--- src/rtl/alu_acc_datapath.sv ---
// ---------------------------------------------------------------------------
// alu_acc_datapath
//   Accumulator datapath. It holds an 8-bit combinational ALU, an accumulator
//   register (Acc) and a carry register (CY). ALU operand A is always Acc, and
//   operand R comes from the register file or bus. The ALU result and carry-out
//   are written back to Acc and CY under separate clock enables.
//
//   Optional feature macro: CI_FROM_CY_EN
//     defined   : ALU carry-in is taken from the CY register (ADC/SBC chains).
//                 The Ci port is still present but is ignored.
//     undefined : ALU carry-in is the Ci port, and CY is observe-only.
//
// Ports
//   clk      in   1      rising-edge clock
//   Reset    in   1      async active-high reset; clears Acc and CY
//   ALUCode  in   3      0 ADD, 1 SUB, 2 AND, 3 OR, 4 XOR, 5 NOT, 6 LD, 7 NOP
//   R        in   WIDTH  second operand
//   Ci       in   1      external carry/borrow in
//   A_CE     in   1      accumulator load enable
//   CY_CE    in   1      carry register load enable
//   ALU_out  out  WIDTH  combinational ALU result
//   Co       out  1      combinational carry/borrow out
//   Acc      out  WIDTH  accumulator register
//   CY       out  1      carry register
// ---------------------------------------------------------------------------
module alu_acc_datapath #(
    parameter int WIDTH = 8
) (
    input  logic             clk,
    input  logic             Reset,
    input  logic [2:0]       ALUCode,
    input  logic [WIDTH-1:0] R,
    input  logic             Ci,
    input  logic             A_CE,
    input  logic             CY_CE,
    output logic [WIDTH-1:0] ALU_out,
    output logic             Co,
    output logic [WIDTH-1:0] Acc,
    output logic             CY
);

    typedef enum logic [2:0] {
        OP_ADD = 3'd0,
        OP_SUB = 3'd1,
        OP_AND = 3'd2,
        OP_OR  = 3'd3,
        OP_XOR = 3'd4,
        OP_NOT = 3'd5,
        OP_LD  = 3'd6,
        OP_NOP = 3'd7
    } alu_op_e;

    logic             cin;
    logic [WIDTH:0]   sum;
    logic [WIDTH:0]   diff;
    logic [WIDTH:0]   cin_ext;

`ifdef CI_FROM_CY_EN
    // Chained arithmetic: the carry from the previous byte feeds this one.
    logic unused_ci;
    assign unused_ci = Ci;
    assign cin = CY;
`else
    assign cin = Ci;
`endif

    assign cin_ext = {{WIDTH{1'b0}}, cin};

    // One extra bit catches the carry. For SUB, the extra bit is set
    // exactly when A < R + cin, which is the borrow.
    assign sum  = {1'b0, Acc} + {1'b0, R} + cin_ext;
    assign diff = {1'b0, Acc} - {1'b0, R} - cin_ext;

    always_comb begin
        ALU_out = Acc;
        Co      = 1'b0;
        case (alu_op_e'(ALUCode))
            OP_ADD: {Co, ALU_out} = sum;
            OP_SUB: {Co, ALU_out} = diff;
            OP_AND: ALU_out = Acc & R;
            OP_OR:  ALU_out = Acc | R;
            OP_XOR: ALU_out = Acc ^ R;
            OP_NOT: ALU_out = ~Acc;
            OP_LD:  ALU_out = R;
            OP_NOP: ALU_out = Acc;  // reloading Acc with itself leaves it unchanged
            default: ALU_out = Acc;
        endcase
    end

    always_ff @(posedge clk or posedge Reset) begin
        if (Reset) begin
            Acc <= '0;
            CY  <= 1'b0;
        end else begin
            if (A_CE)  Acc <= ALU_out;
            if (CY_CE) CY  <= Co;
        end
    end

endmodule

--- config.mk ---
export PLATFORM = sky130hd
export DESIGN_NAME = alu_acc_datapath
export DESIGN_NICKNAME = d
export VERILOG_FILES = /design/src/rtl/alu_acc_datapath.sv
export SDC_FILE = /design/constraint.sdc
export NUM_CORES = 1
export LEC_CHECK = 0
export ABC_AREA = 1
export BUFFER_PORTS_ARGS = -buffer_cell sky130_fd_sc_hd__buf_2
export CELL_PAD_IN_SITES_DETAIL_PLACEMENT = 0
export CELL_PAD_IN_SITES_GLOBAL_PLACEMENT = 1
export CORE_MARGIN = 3
export CORE_UTILIZATION = 42
export CTS_CLUSTER_DIAMETER = 150
export DETAILED_ROUTE_END_ITERATION = 12
export PLACE_DENSITY_LB_ADDON = 0.1
export SLEW_MARGIN = 20
export SYNTH_ARGS = -nofsm -noshare
export SYNTH_HDL_FRONTEND = slang
export SYNTH_SLANG_ARGS = --single-unit
--- constraint.sdc ---
create_clock -name clk -period 5.5 [get_ports clk]
set_input_delay 0.55 -clock clk [delete_from_list [all_inputs] [get_ports clk]]
set_output_delay 0.55 -clock clk [all_outputs]
set_load 0.01 [all_outputs]
==> results of run 1 <==
-- flip-flops by register name, indices dropped and copies added (netlist names) --
register and cells:
CY 1, Acc 8
-- metrics by stage --
step / total power, mW / cell area (um2) / hold WS (ns) / setup WS, ns
floorplan: 0.4117 / 1854 / 0.3779 / 2.931
global placement: 0.5210 / 2057 / 0.4707 / 2.456
detailed placement: 0.5209 / 2057 / 0.4648 / 2.435
CTS: 0.6112 / 2102 / 0.3203 / 2.433
global route: 0.6892 / 2102 / 0.3324 / 2.120
finish: 0.6105 / 2102 / 0.2992 / 2.416
-- synthesized netlist by cell type, types with 2 or more instances --
cell and count:
sky130_fd_sc_hd__o21ai_0 8, sky130_fd_sc_hd__o22ai_1 5, sky130_fd_sc_hd__nand3_1 34, sky130_fd_sc_hd__ha_1 30, sky130_fd_sc_hd__nor2_1 22, sky130_fd_sc_hd__dfrtp_1 9, sky130_fd_sc_hd__fa_1 4, sky130_fd_sc_hd__nand4_1 3
sky130_fd_sc_hd__o211ai_1 5, sky130_fd_sc_hd__a21oi_1 9, sky130_fd_sc_hd__nand2_1 95, sky130_fd_sc_hd__inv_1 64, sky130_fd_sc_hd__xor2_1 2
-- cell type report --
cell class,count,area (um2)
clock buffer,4,45.04
fill,451,2013
inverter,64,240.2
multi-input combinational,230,1356
sequential,9,225.2
tap,50,62.56
timing repair buffer,34,172.7
-- worst max-delay path: stages --
cell                      delay, ns
sky130_fd_sc_hd__buf_2         0.11
sky130_fd_sc_hd__inv_1         0.08
sky130_fd_sc_hd__fa_1          0.56
sky130_fd_sc_hd__inv_1         0.06
sky130_fd_sc_hd__ha_1          0.16
sky130_fd_sc_hd__o21ai_0       0.28
sky130_fd_sc_hd__nand2_1       0.16
sky130_fd_sc_hd__nand2_1       0.11
sky130_fd_sc_hd__nand2_1       0.05
sky130_fd_sc_hd__nand2_1       0.05
sky130_fd_sc_hd__nand3_1       0.08
sky130_fd_sc_hd__nand3_1       0.13
sky130_fd_sc_hd__buf_2         0.14
-- path summary, 6_finish.rpt --
| kind | start | endpoint | depth (start not counted) |
|---|---|---|---|
| min in group clk | CY$_DFFE_PP0P_ | CY$_DFFE_PP0P_ | 2 |
| max | R[0] | ALU_out[5] | 13 |
| max reg2reg | Acc[0]$_DFFE_PP0P_ | Acc[5]$_DFFE_PP0P_ | 12 |
| min | Reset | Acc[7]$_DFFE_PP0P_ | 2 |
| max in group asynchronous | Reset | Acc[1]$_DFFE_PP0P_ | 2 |
| min reg2reg | CY$_DFFE_PP0P_ | CY$_DFFE_PP0P_ | 2 |
-- cell families after synthesis --
kind of cell / Yosys count / share of synthesized area [%]
adders and majority gates: 34 / 24.56
DFF: 9 / 12.15
AOI/OAI and AO/OA: 33 / 11.00
buffers and inverters: 67 / 14.71
xor gates and xnor gates: 3 / 1.417
and+or+nand+nor: 160 / 36.17
-- per-layer routing --
layer / vias to the layer above / wire length (um) / global-route usage (%)
met3: 4 / 314 / 3.601
met1: 912 / 2762 / 33.89
met4: 0 / 40 / 2.664
met2: 65 / 2179 / 32.15
li1: 1024 / - / -
met5: - / 0 / 0
-- where the power goes --
part           total (mW)  leakage [nW]  switching, mW  internal (mW)
registers           0.104         0.114         0.0233         0.0809
clock network      0.0879        0.0228         0.0367         0.0512
logic               0.418          1.15          0.259          0.159
total               0.610          1.29          0.319          0.292
==> tab_implementation.tex, run 1 <==
\begin{tabular}{lr}
\hline
Metric & Value \\
\hline
\multicolumn{2}{l}{\textbf{Global routing}} \\
Sum of overflow across all layers after global routing & 0 \\
Maximum number of pins on one net before global-route repair & 13 \\
Initial antenna violation count & 0 \\
Wire length of the first global-routing pass & 8963 um \\
GRT Total Usage & 21.80\% \\
Number of global-route vias before repair & 1850 \\
\multicolumn{2}{l}{\textbf{Worst setup path}} \\
Data arrival time of the worst path & 2.53 ns \\
Required time worst endpoint & 4.95 ns \\
WS Path Type & input port to output port \\
Maximum fanout count along the critical path & 3 \\
Kind of start point of the critical path & input port \\
Setup slack of the worst register-to-register path & 3.19 ns \\
Critical path endpoint category & output port \\
\multicolumn{2}{l}{\textbf{STA}} \\
Total of endpoints with negative setup slack in the final report & 0 \\
Max Transition Viols Final & 0 \\
Worst clock skew & 0.001764 ns \\
Unrepaired setup endpoints after global routing & no \\
TNS Setup & 0 ns \\
Period utilization & 56.07\% \\
Max-slew headroom & 69.50\% \\
Fmax & 324.3 MHz \\
Slew of the pin with the lowest slew margin & 0.4563 ns \\
Final hold violations & 0 \\
Period minus WS final & 3.084 ns \\
\multicolumn{2}{l}{\textbf{Floorplanning}} \\
Number of placement rows & 23 \\
Vertical extent of the die & 72.45 um \\
Die footprint & 5248 um2 \\
I/O Pins & 34 \\
Width of the die & 72.45 um \\
Placeable core area & 4115 um2 \\
Initial core utilization & 45.06\% \\
\multicolumn{2}{l}{\textbf{Final layout}} \\
Post-route core utilization & 51.08\% \\
Share of final-layout standard cells stronger than drive strength 1 & 11.73\% \\
Synth-to-layout area growth & 13.36\% \\
Number of non-filler instances in the completed layout & 391 \\
Final nets & 392 \\
Commonest cells after routing, fill and taps aside & sky130\_fd\_sc\_hd\_\_nand2\_1 (95), sky130\_fd\_sc\_hd\_\_inv\_1 (64), sky130\_fd\_sc\_hd\_\_nand3\_1 (34), sky130\_fd\_sc\_hd\_\_buf\_2 (33), sky130\_fd\_sc\_hd\_\_ha\_1 (30) \\
Antenna diode count & 0 \\
Most common library cell in the layout ignoring fill and taps & sky130\_fd\_sc\_hd\_\_nand2\_1 \\
\multicolumn{2}{l}{\textbf{Synthesis}} \\
Count of state elements after synthesis & 9 \\
Top cell type by total area after synthesis & sky130\_fd\_sc\_hd\_\_ha\_1 \\
Distinct cell type count of the synthesized netlist & 29 \\
Post-synth EDFFs & 0 \\
Fraction of post-synthesis cell area in the top cell type by area & 20.24\% \\
Cell Area, Synth & 1854 um2 \\
Portion of the post-synthesis area used by sequential elements & 12.15\% \\
Ys async rst share & 100.0\% \\
Gate count of the mapped netlist & 306 \\
Top\_reg\_cell synth & sky130\_fd\_sc\_hd\_\_dfrtp\_1 \\
Count of yosys warnings during synthesis & 0 \\
Ranking of synthesized cells by area & sky130\_fd\_sc\_hd\_\_ha\_1 (20\%), sky130\_fd\_sc\_hd\_\_nand2\_1 (19\%), sky130\_fd\_sc\_hd\_\_inv\_1 (13\%) \\
Post-Synthesis Mean Instance Area & 6.060 um2 \\
Net count of the mapped netlist & 356 \\
\multicolumn{2}{l}{\textbf{Detailed routing}} \\
Count of vias placed by the detailed router & 2005 \\
Final antenna-violating net count & 0 \\
DRC violations left & 0 \\
First-pass detailed-route iteration total & 4 \\
Average wire per standard cell & 13.55 um \\
Iteration-0 DRC Markers & 132 \\
Via density per instance & 5.128 \\
Post-detailed-routing wire length & 5297 um \\
\multicolumn{2}{l}{\textbf{Clocking}} \\
H-tree levels & 1 \\
Buffers from clock root to sink, at most & 2 \\
Clock root buffer & sky130\_fd\_sc\_hd\_\_clkbuf\_8 \\
Later-pin clock latency in the skew report & 0.24 ns \\
Clock sink total & 9 \\
Hold-fix buffers, CTS & 0 \\
\# Post-CTS Setup Buffers & 0 \\
CTS buffer count & 3 \\
Clock tree from TritonCTS & done \\
Number of gates given a new drive strength after cts & 0 \\
Clock transition time at the flip-flop clock pins of the worst setup and hold paths & 0.06 ns \\
\multicolumn{2}{l}{\textbf{Placed design}} \\
Placed cell count & 387 \\
Half-perimeter wire length of the detailed placement result & 4189 um \\
Final GP Congestion & 0.8287 \\
Number of buffers inserted by port buffering & 33 \\
\multicolumn{2}{l}{\textbf{Pwr}} \\
Total power per unit cell area & 290.4 nW/um2 \\
Leakage Power & 1.286 nW \\
IR Drop Worst-Case VDD & 0.1518 mV \\
\multicolumn{2}{l}{\textbf{Hold path}} \\
Worst min-delay path category & input port to asynchronous set/reset pin \\
\multicolumn{2}{l}{\textbf{Run status}} \\
Outcome & finished clean \\
\multicolumn{2}{l}{\textbf{Run}} \\
Max capacitance violation total & 0 \\
\hline
\end{tabular}
(Power assumes the default switching activity.)
==> run 2, diff against run 1 <==
- CORE_UTILIZATION: 42 -> 35
- clock period: 5.5 -> 2.8 ns (I/O delays scaled with it)
==> tab_implementation.tex, run 2 (synthesis results as in run 1) <==
\begin{tabular}{lr}
\hline
Metric & Value \\
\hline
\multicolumn{2}{l}{\textbf{Final layout}} \\
Max FFs per register & 8 (unchanged) \\
Commonest cells after routing, fill and taps aside & sky130\_fd\_sc\_hd\_\_nand2\_1 (95), sky130\_fd\_sc\_hd\_\_inv\_1 (62), sky130\_fd\_sc\_hd\_\_nand3\_1 (33), sky130\_fd\_sc\_hd\_\_buf\_2 (33), sky130\_fd\_sc\_hd\_\_ha\_1 (29) \\
Most common library cell in the layout ignoring fill and taps & sky130\_fd\_sc\_hd\_\_nand2\_1 \\
Largest registers & Acc x8, CY x1 \\
Final nets & 395 (+0.77\%) \\
Final Cell Area & 2167 um2 (+3.1\%) \\
Share of final-layout standard cells stronger than drive strength 1 & 14.24\% (+2.5 points) \\
Top register by number of flip-flops & Acc \\
Synth-to-layout area growth & 16.87\% \\
Total of fill cells in the finished design & 558 (+24\%) \\
Antenna diode count & 0 (unchanged) \\
Post-route core utilization & 44.13\% (-7.0 points) \\
\multicolumn{2}{l}{\textbf{STA}} \\
Period minus WS final & 2.595 ns \\
Period utilization & 92.69\% \\
Worst clock skew & 0.009373 ns (+0.007609 ns) \\
Final hold violations & 0 (unchanged) \\
Fmax & 385.3 MHz \\
Max-slew headroom & 66.39\% (-3.1 points) \\
TNS Setup & 0 ns (unchanged) \\
Total of endpoints with negative setup slack in the final report & 0 (unchanged) \\
Slew of the pin with the lowest slew margin & 0.5036 ns (+0.04727 ns) \\
Unrepaired setup endpoints after global routing & no \\
Max Transition Viols Final & 0 (unchanged) \\
\multicolumn{2}{l}{\textbf{Placed design}} \\
Half-perimeter wire length of the detailed placement result & 4540 um (+8.4\%) \\
Number of buffers inserted by port buffering & 33 (unchanged) \\
Post-Place Cell Area & 2101 um2 (+2.1\%) \\
Final GP Congestion & 0.8102 (-2.2\%) \\
\multicolumn{2}{l}{\textbf{Global routing}} \\
Initial antenna violation count & 0 (unchanged) \\
Number of global-route vias before repair & 1830 (-1.1\%) \\
Maximum number of pins on one net before global-route repair & 13 (unchanged) \\
Sum of overflow across all layers after global routing & 0 (unchanged) \\
GRT Total Usage & 19.46\% (-2.3 points) \\
Wire length of the first global-routing pass & 9459 um (+5.5\%) \\
\multicolumn{2}{l}{\textbf{Clocking}} \\
H-tree levels & 1 (unchanged) \\
Hold-fix buffers, CTS & 0 (unchanged) \\
Clock sink total & 9 (unchanged) \\
Later-pin clock latency in the skew report & 0.25 ns (about the same) \\
CTS buffer count & 3 (unchanged) \\
Buffers from clock root to sink, at most & 2 (unchanged) \\
Clock root buffer & sky130\_fd\_sc\_hd\_\_clkbuf\_8 \\
Clock tree from TritonCTS & done \\
Clock transition time at the flip-flop clock pins of the worst setup and hold paths & 0.06 ns (about the same) \\
\multicolumn{2}{l}{\textbf{Worst setup path}} \\
WS Path Type & flop to output port \\
Worst Reg2Reg Path Length in Cells & 11 (-1) \\
Critical path endpoint category & output port \\
Kind of start point of the critical path & flop \\
Slowest stage cell on the critical path & sky130\_fd\_sc\_hd\_\_dfrtp\_1 \\
Maximum fanout count along the critical path & 6 (+3) \\
Critical Path Start & Acc[7]\$\_DFFE\_PP0P\_ \\
Delay of the slowest cell on the worst path & 0.43 ns (-0.13 ns) \\
Data arrival time of the worst path & 2.32 ns (-0.21 ns) \\
Ordered cell list for the critical path & inv\_1 -> ha\_1 -> ha\_1 -> inv\_1 -> o21bai\_1 -> a21oi\_1 -> nand2\_1 -> nand2\_1 -> nand3\_1 -> nand2\_1 -> buf\_2 \\
Worst path most repeated cell & sky130\_fd\_sc\_hd\_\_nand2\_1 \\
Required time worst endpoint & 2.52 ns (-2.43 ns) \\
Critical register-to-register path startpoint & Acc[4]\$\_DFFE\_PP0P\_ \\
\multicolumn{2}{l}{\textbf{Detailed routing}} \\
Count of vias placed by the detailed router & 1980 (-1.2\%) \\
Final antenna-violating net count & 0 (unchanged) \\
Post-detailed-routing wire length & 5714 um (+7.9\%) \\
First-pass detailed-route iteration total & 4 (unchanged) \\
Via density per instance & 4.818 (-6.1\%) \\
DRC violations left & 0 (unchanged) \\
Iteration-0 DRC Markers & 148 (+12\%) \\
Average wire per standard cell & 13.90 um (+2.6\%) \\
\multicolumn{2}{l}{\textbf{Floorplanning}} \\
I/O Pins & 34 (unchanged) \\
Width of the die & 78.79 um (+8.8\%) \\
Initial core utilization & 37.76\% (-7.3 points) \\
Die footprint & 6207 um2 (+18\%) \\
Number of placement rows & 25 (+8.7\%) \\
Vertical extent of the die & 78.79 um (+8.8\%) \\
Placeable core area & 4911 um2 (+19\%) \\
\multicolumn{2}{l}{\textbf{Run}} \\
Max capacitance violation total & 0 (unchanged) \\
\multicolumn{2}{l}{\textbf{Pwr}} \\
IR Drop Worst-Case VDD & 0.2188 mV (+44\%) \\
Total power per unit cell area & 578.6 nW/um2 (+99\%) \\
Leakage Power & 1.303 nW (+1.3\%) \\
\multicolumn{2}{l}{\textbf{Run status}} \\
Outcome & finished clean \\
\multicolumn{2}{l}{\textbf{Hold path}} \\
Worst min-delay path category & input port to asynchronous set/reset pin \\
\hline
\end{tabular}
-- run 2: cell types whose count changed in the layout (fill, tap and decap cells not counted) --
| cell | previous run | this run |
|---|---|---|
| sky130_fd_sc_hd__buf_4 | 1 | 4 |
| sky130_fd_sc_hd__o21bai_2 | 1 | 0 |
| sky130_fd_sc_hd__fa_1 | 4 | 3 |
| sky130_fd_sc_hd__ha_1 | 30 | 29 |
| sky130_fd_sc_hd__fa_2 | 0 | 1 |
| sky130_fd_sc_hd__o21bai_4 | 0 | 1 |
| sky130_fd_sc_hd__o21ai_2 | 0 | 1 |
| sky130_fd_sc_hd__inv_2 | 0 | 2 |
| sky130_fd_sc_hd__o21ai_0 | 8 | 7 |
| sky130_fd_sc_hd__ha_2 | 0 | 1 |
| sky130_fd_sc_hd__nand3_1 | 34 | 33 |
| sky130_fd_sc_hd__nand3_2 | 0 | 1 |
| sky130_fd_sc_hd__inv_1 | 64 | 62 |
-- run 2: layer usage --
layer / up-vias / wire, um / global-route usage, %
met2: 43 / 2385 / 28.10
met4: 0 / 27 / 2.797
met5: - / 0 / 0
li1: 1035 / - / -
met1: 897 / 3046 / 30.79
met3: 5 / 256 / 2.608
-- run 2: stage by stage --
stage	total power [mW]	hold WS (ns)	worst slack, ns	instances
global placement	1.055	0.3246	0.2918	407
CTS	1.232	0.04709	0.02372	411
finish	1.254	0.04516	0.2046	411
global route	1.395	0.05990	0.02345	411
detailed placement	1.054	0.3129	0.2517	407
floorplan	0.8088	0.1079	0.5725	306
-- run 2: what timing repair did --
action / in CTS / in global routing
resized for setup: 0 / 8
setup endpoints to repair: 0 / 6
buffers inserted: 0 / 0
-- run 2: report_power, final --
group	internal [mW]	switching, mW	total [mW]
clock network	0.101	0.0736	0.174
registers	0.159	0.0467	0.206
logic	0.340	0.534	0.874
total	0.599	0.655	1.25
-- run 2: worst paths after layout --
path	end	slack, ns
max in group asynchronous	Acc[7]$_DFFE_PP0P_	2.41
worst max register to register	Acc[7]$_DFFE_PP0P_	0.65
min in group clk	CY$_DFFE_PP0P_	0.25
worst max-delay path	Co	0.20
worst min register to register	CY$_DFFE_PP0P_	0.48
worst min-delay path	Acc[1]$_DFFE_PP0P_	0.05
-- run 2: layout make-up --
cell class	count	area, um2	share of cell area, %
Multi-Input combinational cell	230	1378	63.57
Inverter	64	240.2	11.09
Sequential cell	9	225.2	10.39
Timing Repair Buffer	37	195.2	9.007
Tap cell	67	83.83	3.868
Clock buffer	4	45.04	2.079
-- run 2: critical path: cells and delay by family, from the launching register on --
| family | cells | cell delay, ns |
|---|---|---|
| AND/OR/NAND/NOR | 4 | 0.34 |
| adder cells (fa/ha/maj) | 2 | 0.74 |
| flip-flops | 1 | 0.43 |
| AO/OA/AOI/OAI | 2 | 0.23 |
| buffers and inverters | 3 | 0.34 |
